### src/rtl/deserializer.sv
// rtl/deserializer.sv - MSB-first serial-to-parallel word assembler
// Words close on a full DATA_W bits or on a gap in the valid strobe.
module deserializer #(
  parameter int DATA_W   = 16,
  parameter int MOD_W    = 4,
  parameter int MIN_BITS = 3
) (
  input  logic              clk_i,
  input  logic              rst_n_i,
  input  logic              ser_data_i,
  input  logic              ser_data_val_i,
  output logic [DATA_W-1:0] deser_data_o,
  output logic [MOD_W-1:0]  deser_data_mod_o,
  output logic              deser_data_val_o,
  output logic              err_o,
  output logic              busy_o
);

  localparam logic [MOD_W-1:0] LAST_IDX = MOD_W'(DATA_W - 1);
  localparam logic [MOD_W-1:0] MIN_CNT  = MOD_W'(MIN_BITS);
  localparam logic [MOD_W-1:0] ONE      = MOD_W'(1);

  logic [MOD_W-1:0]  r_cnt;
  logic [DATA_W-1:0] r_sreg;
  logic [DATA_W-1:0] r_data;
  logic [MOD_W-1:0]  r_mod;
  logic              r_val;
  logic              r_err;

  logic [MOD_W-1:0]  w_shift;
  logic [DATA_W-1:0] w_sreg_cap;
  logic [MOD_W-1:0]  w_cnt_nxt;
  logic [DATA_W-1:0] w_sreg_nxt;
  logic [DATA_W-1:0] w_data_nxt;
  logic [MOD_W-1:0]  w_mod_nxt;
  logic              w_val_nxt;
  logic              w_err_nxt;

  // sreg is cleared at every word boundary, so OR-ing the new bit in is enough.
  assign w_shift    = LAST_IDX - r_cnt;
  assign w_sreg_cap = r_sreg | ({{(DATA_W-1){1'b0}}, ser_data_i} << w_shift);

  always_comb begin
    w_cnt_nxt  = r_cnt;
    w_sreg_nxt = r_sreg;
    w_data_nxt = r_data;
    w_mod_nxt  = r_mod;
    w_val_nxt  = 1'b0;
    w_err_nxt  = 1'b0;
    if (ser_data_val_i) begin
      if (r_cnt == LAST_IDX) begin
        w_data_nxt = w_sreg_cap;
        w_mod_nxt  = '0;
        w_val_nxt  = 1'b1;
        w_cnt_nxt  = '0;
        w_sreg_nxt = '0;
      end else begin
        w_sreg_nxt = w_sreg_cap;
        w_cnt_nxt  = r_cnt + ONE;
      end
    end else if (r_cnt != '0) begin
      // A gap closes a short word; too-short words are dropped and flagged.
      if (r_cnt >= MIN_CNT) begin
        w_data_nxt = r_sreg;
        w_mod_nxt  = r_cnt;
        w_val_nxt  = 1'b1;
      end else begin
        w_err_nxt  = 1'b1;
      end
      w_cnt_nxt  = '0;
      w_sreg_nxt = '0;
    end
  end

  always_ff @(posedge clk_i or negedge rst_n_i) begin
    if (!rst_n_i) begin
      r_cnt  <= '0;
      r_sreg <= '0;
      r_data <= '0;
      r_mod  <= '0;
      r_val  <= 1'b0;
      r_err  <= 1'b0;
    end else begin
      r_cnt  <= w_cnt_nxt;
      r_sreg <= w_sreg_nxt;
      r_data <= w_data_nxt;
      r_mod  <= w_mod_nxt;
      r_val  <= w_val_nxt;
      r_err  <= w_err_nxt;
    end
  end

  assign deser_data_o     = r_data;
  assign deser_data_mod_o = r_mod;
  assign deser_data_val_o = r_val;
  assign err_o            = r_err;
  assign busy_o           = (r_cnt != '0);

endmodule

### config.mk
export PLATFORM = sky130hd
export DESIGN_NAME = deserializer
export DESIGN_NICKNAME = d
export VERILOG_FILES = /design/src/rtl/deserializer.sv
export SDC_FILE = /design/constraint.sdc
export NUM_CORES = 1
export LEC_CHECK = 0
export CAP_MARGIN = 20
export CORE_MARGIN = 2
export CORE_UTILIZATION = 50
export CTS_BUF_LIST = sky130_fd_sc_hd__clkbuf_2 sky130_fd_sc_hd__clkbuf_4 sky130_fd_sc_hd__clkbuf_8
export DETAILED_ROUTE_END_ITERATION = 6
export PLACE_DENSITY_LB_ADDON = 0.25
export SYNTH_ARGS = -nofsm -noshare
export SYNTH_HDL_FRONTEND = slang
export SYNTH_SLANG_ARGS = --single-unit
### constraint.sdc
create_clock -name clk_i -period 2.3 [get_ports clk_i]
set_input_delay 0.46 -clock clk_i [delete_from_list [all_inputs] [get_ports clk_i]]
set_output_delay 0.46 -clock clk_i [all_outputs]
set_load 0.1 [all_outputs]
==> results.cfg <==
[logic_synthesis]
ys.flop_type = dfrtp_1
netlist_area_mm2 = 0.00194
synth_mux_area_share_pct = 12.4
synthAdderAreaFrac_pct = 1.29
synth_compound_area_share_pct = 13.1
synthArstFlopShare_pct = 100
syn_avg_cell_area_um2 = 11.9
synth_top_family_by_area = compound AO/OA/AOI/OAI gates
synth_edf_count = 0
syn_nets = 169
ys_types = 41
ys_seq_area_share_pct = 54.1
synth-xor-area-share_pct = 0.451
syn_inst = 163
yosys_register_bits = 42
ys_warn_count = 0
synth-simple-area-share_pct = 11.7

[clock_tree]
cts_setup_buffers = 0
cts_tree = built
htree_levels = 2
holdBufCountCts = 0
cts_buffers = 5
clock_latency_ps = 290
clk_pin_slew_ps = 80
cts_num_sinks = 42
cts_resized = 0
clockBufferDepth = 2
cts_root_buf = clkbuf_8

[floorplanning]
io-pin-count = 27
die_h_um = 66.3
die_area_mm2 = 0.00440
start_util_pct = 52.7
core_area_mm2 = 0.00369
die_x_um = 66.3
row_count = 22

[drt]
antenna_left = 0
wl_per_cell_um = 15.9
remaining_drc_errors = 0
routed_wl_mm = 3.86
drt_pass1_iterations = 4
vias = 1345
dr.first_iter.drc_count = 101
vias_per_cell = 5.53

[critical_path]
crit_arrival_ps = 2250
cp-start-kind = register
r2r-start = r_cnt[1]$_DFFE_PN0P_
path_class = reg -> reg
worstSetupStartpoint = r_cnt[1]$_DFFE_PN0P_
path_max_fanout = 10
worstSetupEndpointType = register
critical_path_required_ps = 2480

[cells_and_area]
fin_util_pct = 62.1
regArea_mm2 = 0.00105
syn_to_final_growth_pct = 17.9
fin_nets = 200
instances_no_fill = 243
drive_gt1_share_pct = 28.2
nFillCells = 325
antennaDiodeCount = 0
multi_input_area_um2 = 764

[sta]
hold_viol = 0
fmax_mhz = 483
rsz0062_at_grt = false
period_share_pct = 90.1
setup_viol = 0
relSlewSlack_pct = 56.7
slew_violations = 0
fin_setup_tns_ps = 0
worstMarginPinSlew_ps = 649
skew_ps = 9.19
fin_crit_ps = 2070

[global_route]
antenna_found_initial = 0
grt_pass1_wl_mm = 6.52
grt_max_degree = 43
track_usage_pct = 20.0
grt-ovfl-total = 0
grt_pass1_vias = 1364

[outcome]
outcome = complete, no violations

[placement]
gp_congestion = 0.826
dp_hpwl_mm = 2.59
port_buffers = 26
dp.cells = 234

[flow_run]
maxCapViolations = 0

[pwr]
peakVddDrop_mv = 0.852
leakage_nw = 1.16
power.density_mw_per_mm2 = 1420

[worst_hold_path]
hold_path.class = in -> async
-- cells in the final DEF (no fill, tap or decap), types with 2 or more instances in the layout --
master | Yosys | routed
dfrtp_1 | 42 | 42
buf_4 | 1 | 27
nor2_1 | 16 | 16
inv_1 | 14 | 14
mux2_4 | 12 | 12
and2_1 | 8 | 8
clkbuf_8 | 0 | 6
a21o_1 | 5 | 5
o21bai_1 | 5 | 5
mux2i_1 | 5 | 5
nand2_1 | 4 | 4
o21ai_0 | 4 | 4
a21oi_1 | 3 | 3
nor3_1 | 3 | 3
nor2b_1 | 3 | 3
nand3_1 | 2 | 2
o32ai_1 | 2 | 2
nand3b_1 | 2 | 2
and3_1 | 2 | 2
a41o_1 | 2 | 2
o22ai_1 | 2 | 2
ha_1 | 2 | 2
clkdlybuf4s50_1 | 0 | 2
buf_12 | 2 | 2
-- synth_stat cells (2+ instances only) --
cell,number,area (um2)
nor3_1,3,15.0
o22ai_1,2,12.5
mux2_4,12,180
buf_2,4,20.0
nand3b_1,2,15.0
a21o_1,5,37.5
nor2_1,16,60.1
a41o_1,2,20.0
ha_1,2,25.0
o21bai_1,5,37.5
and2_1,8,50.1
a21oi_1,3,15.0
nand2_1,4,15.0
and3_1,2,12.5
o32ai_1,2,17.5
mux2i_1,5,50.1
nor2b_1,3,18.8
nand3_1,2,10.0
o21ai_0,4,20.0
buf_12,2,40.0
inv_1,14,52.6
dfrtp_1,42,1050
-- registers in the layout, indices dropped and copies added (netlist names) --
signal,flops
deser_data_mod_o,4
deser_data_o,16
deser_data_val_o,1
err_o,1
r_cnt,4
r_sreg,16
-- metrics by stage --
stage	hold slack, ps	worst slack, ps	total power, W	area [um2]
global route	258	100	0.00340	2290
finish	227	229	0.00324	2290
floorplan	164	391	0.00238	1940
CTS	244	93.3	0.00324	2280
global placement	460	27.7	0.00272	2190
detailed placement	473	0.675	0.00274	2190
-- cell families (layout without fill, tap and decap cells) --
logic type	count (synthesis)	after routing
muxes	18	18
and+or+nand+nor	44	44
AOI/OAI and AO/OA	33	34
buffers and inverters	23	54
xor gates and xnor gates	1	1
DFF	42	42
adders and majority gates	2	2
-- final timing paths --
path                                               end  depth (start not counted)  slack [ps]
max in group asynchronous       r_sreg[10]$_DFFE_PN0P_                          2        1720
max reg2reg                deser_data_o[2]$_DFFE_PN0P_                          4         230
min in group clk_i              r_sreg[12]$_DFFE_PN0P_                          1         480
min reg2reg                     r_sreg[12]$_DFFE_PN0P_                          1         480
min                              r_sreg[3]$_DFFE_PN0P_                          2         230
max                        deser_data_o[2]$_DFFE_PN0P_                          4         230
-- area by class of cell --
cell class | instances | share of cell area, %
sequential | 42 | 45.9
clock buffer | 7 | 3.93
multi-input combinational | 99 | 33.4
clock inverter | 1 | 0.218
inverter | 14 | 2.29
timing repair buffer | 32 | 11.7
tap | 48 | 2.62
-- report_power, final --
part | leakage (nW) | total [W] | switching (W) | internal (W)
logic | 0.534 | 0.00173 | 0.00125 | 0.000480
registers | 0.573 | 0.00102 | 0.000121 | 0.000895
clock network | 0.0517 | 0.000499 | 0.000245 | 0.000254
total | 1.16 | 0.00324 | 0.00161 | 0.00163
-- metal layers --
layer	vias to the layer above	track usage, %	share of wire (%)
li1	626	-	-
met1	679	27.0	46
met2	35	30.9	48
met3	5	5.79	4.4
met4	0	6.38	1.2
met5	-	0	0
-- worst max-delay path, cell delays in order (launching register included) --
cell     delay (ps)
dfrtp_1         460
ha_1            360
a21oi_1         210
o21ai_2         580
mux2_4          350
Note: power is estimated with default switching activity, not from simulation.
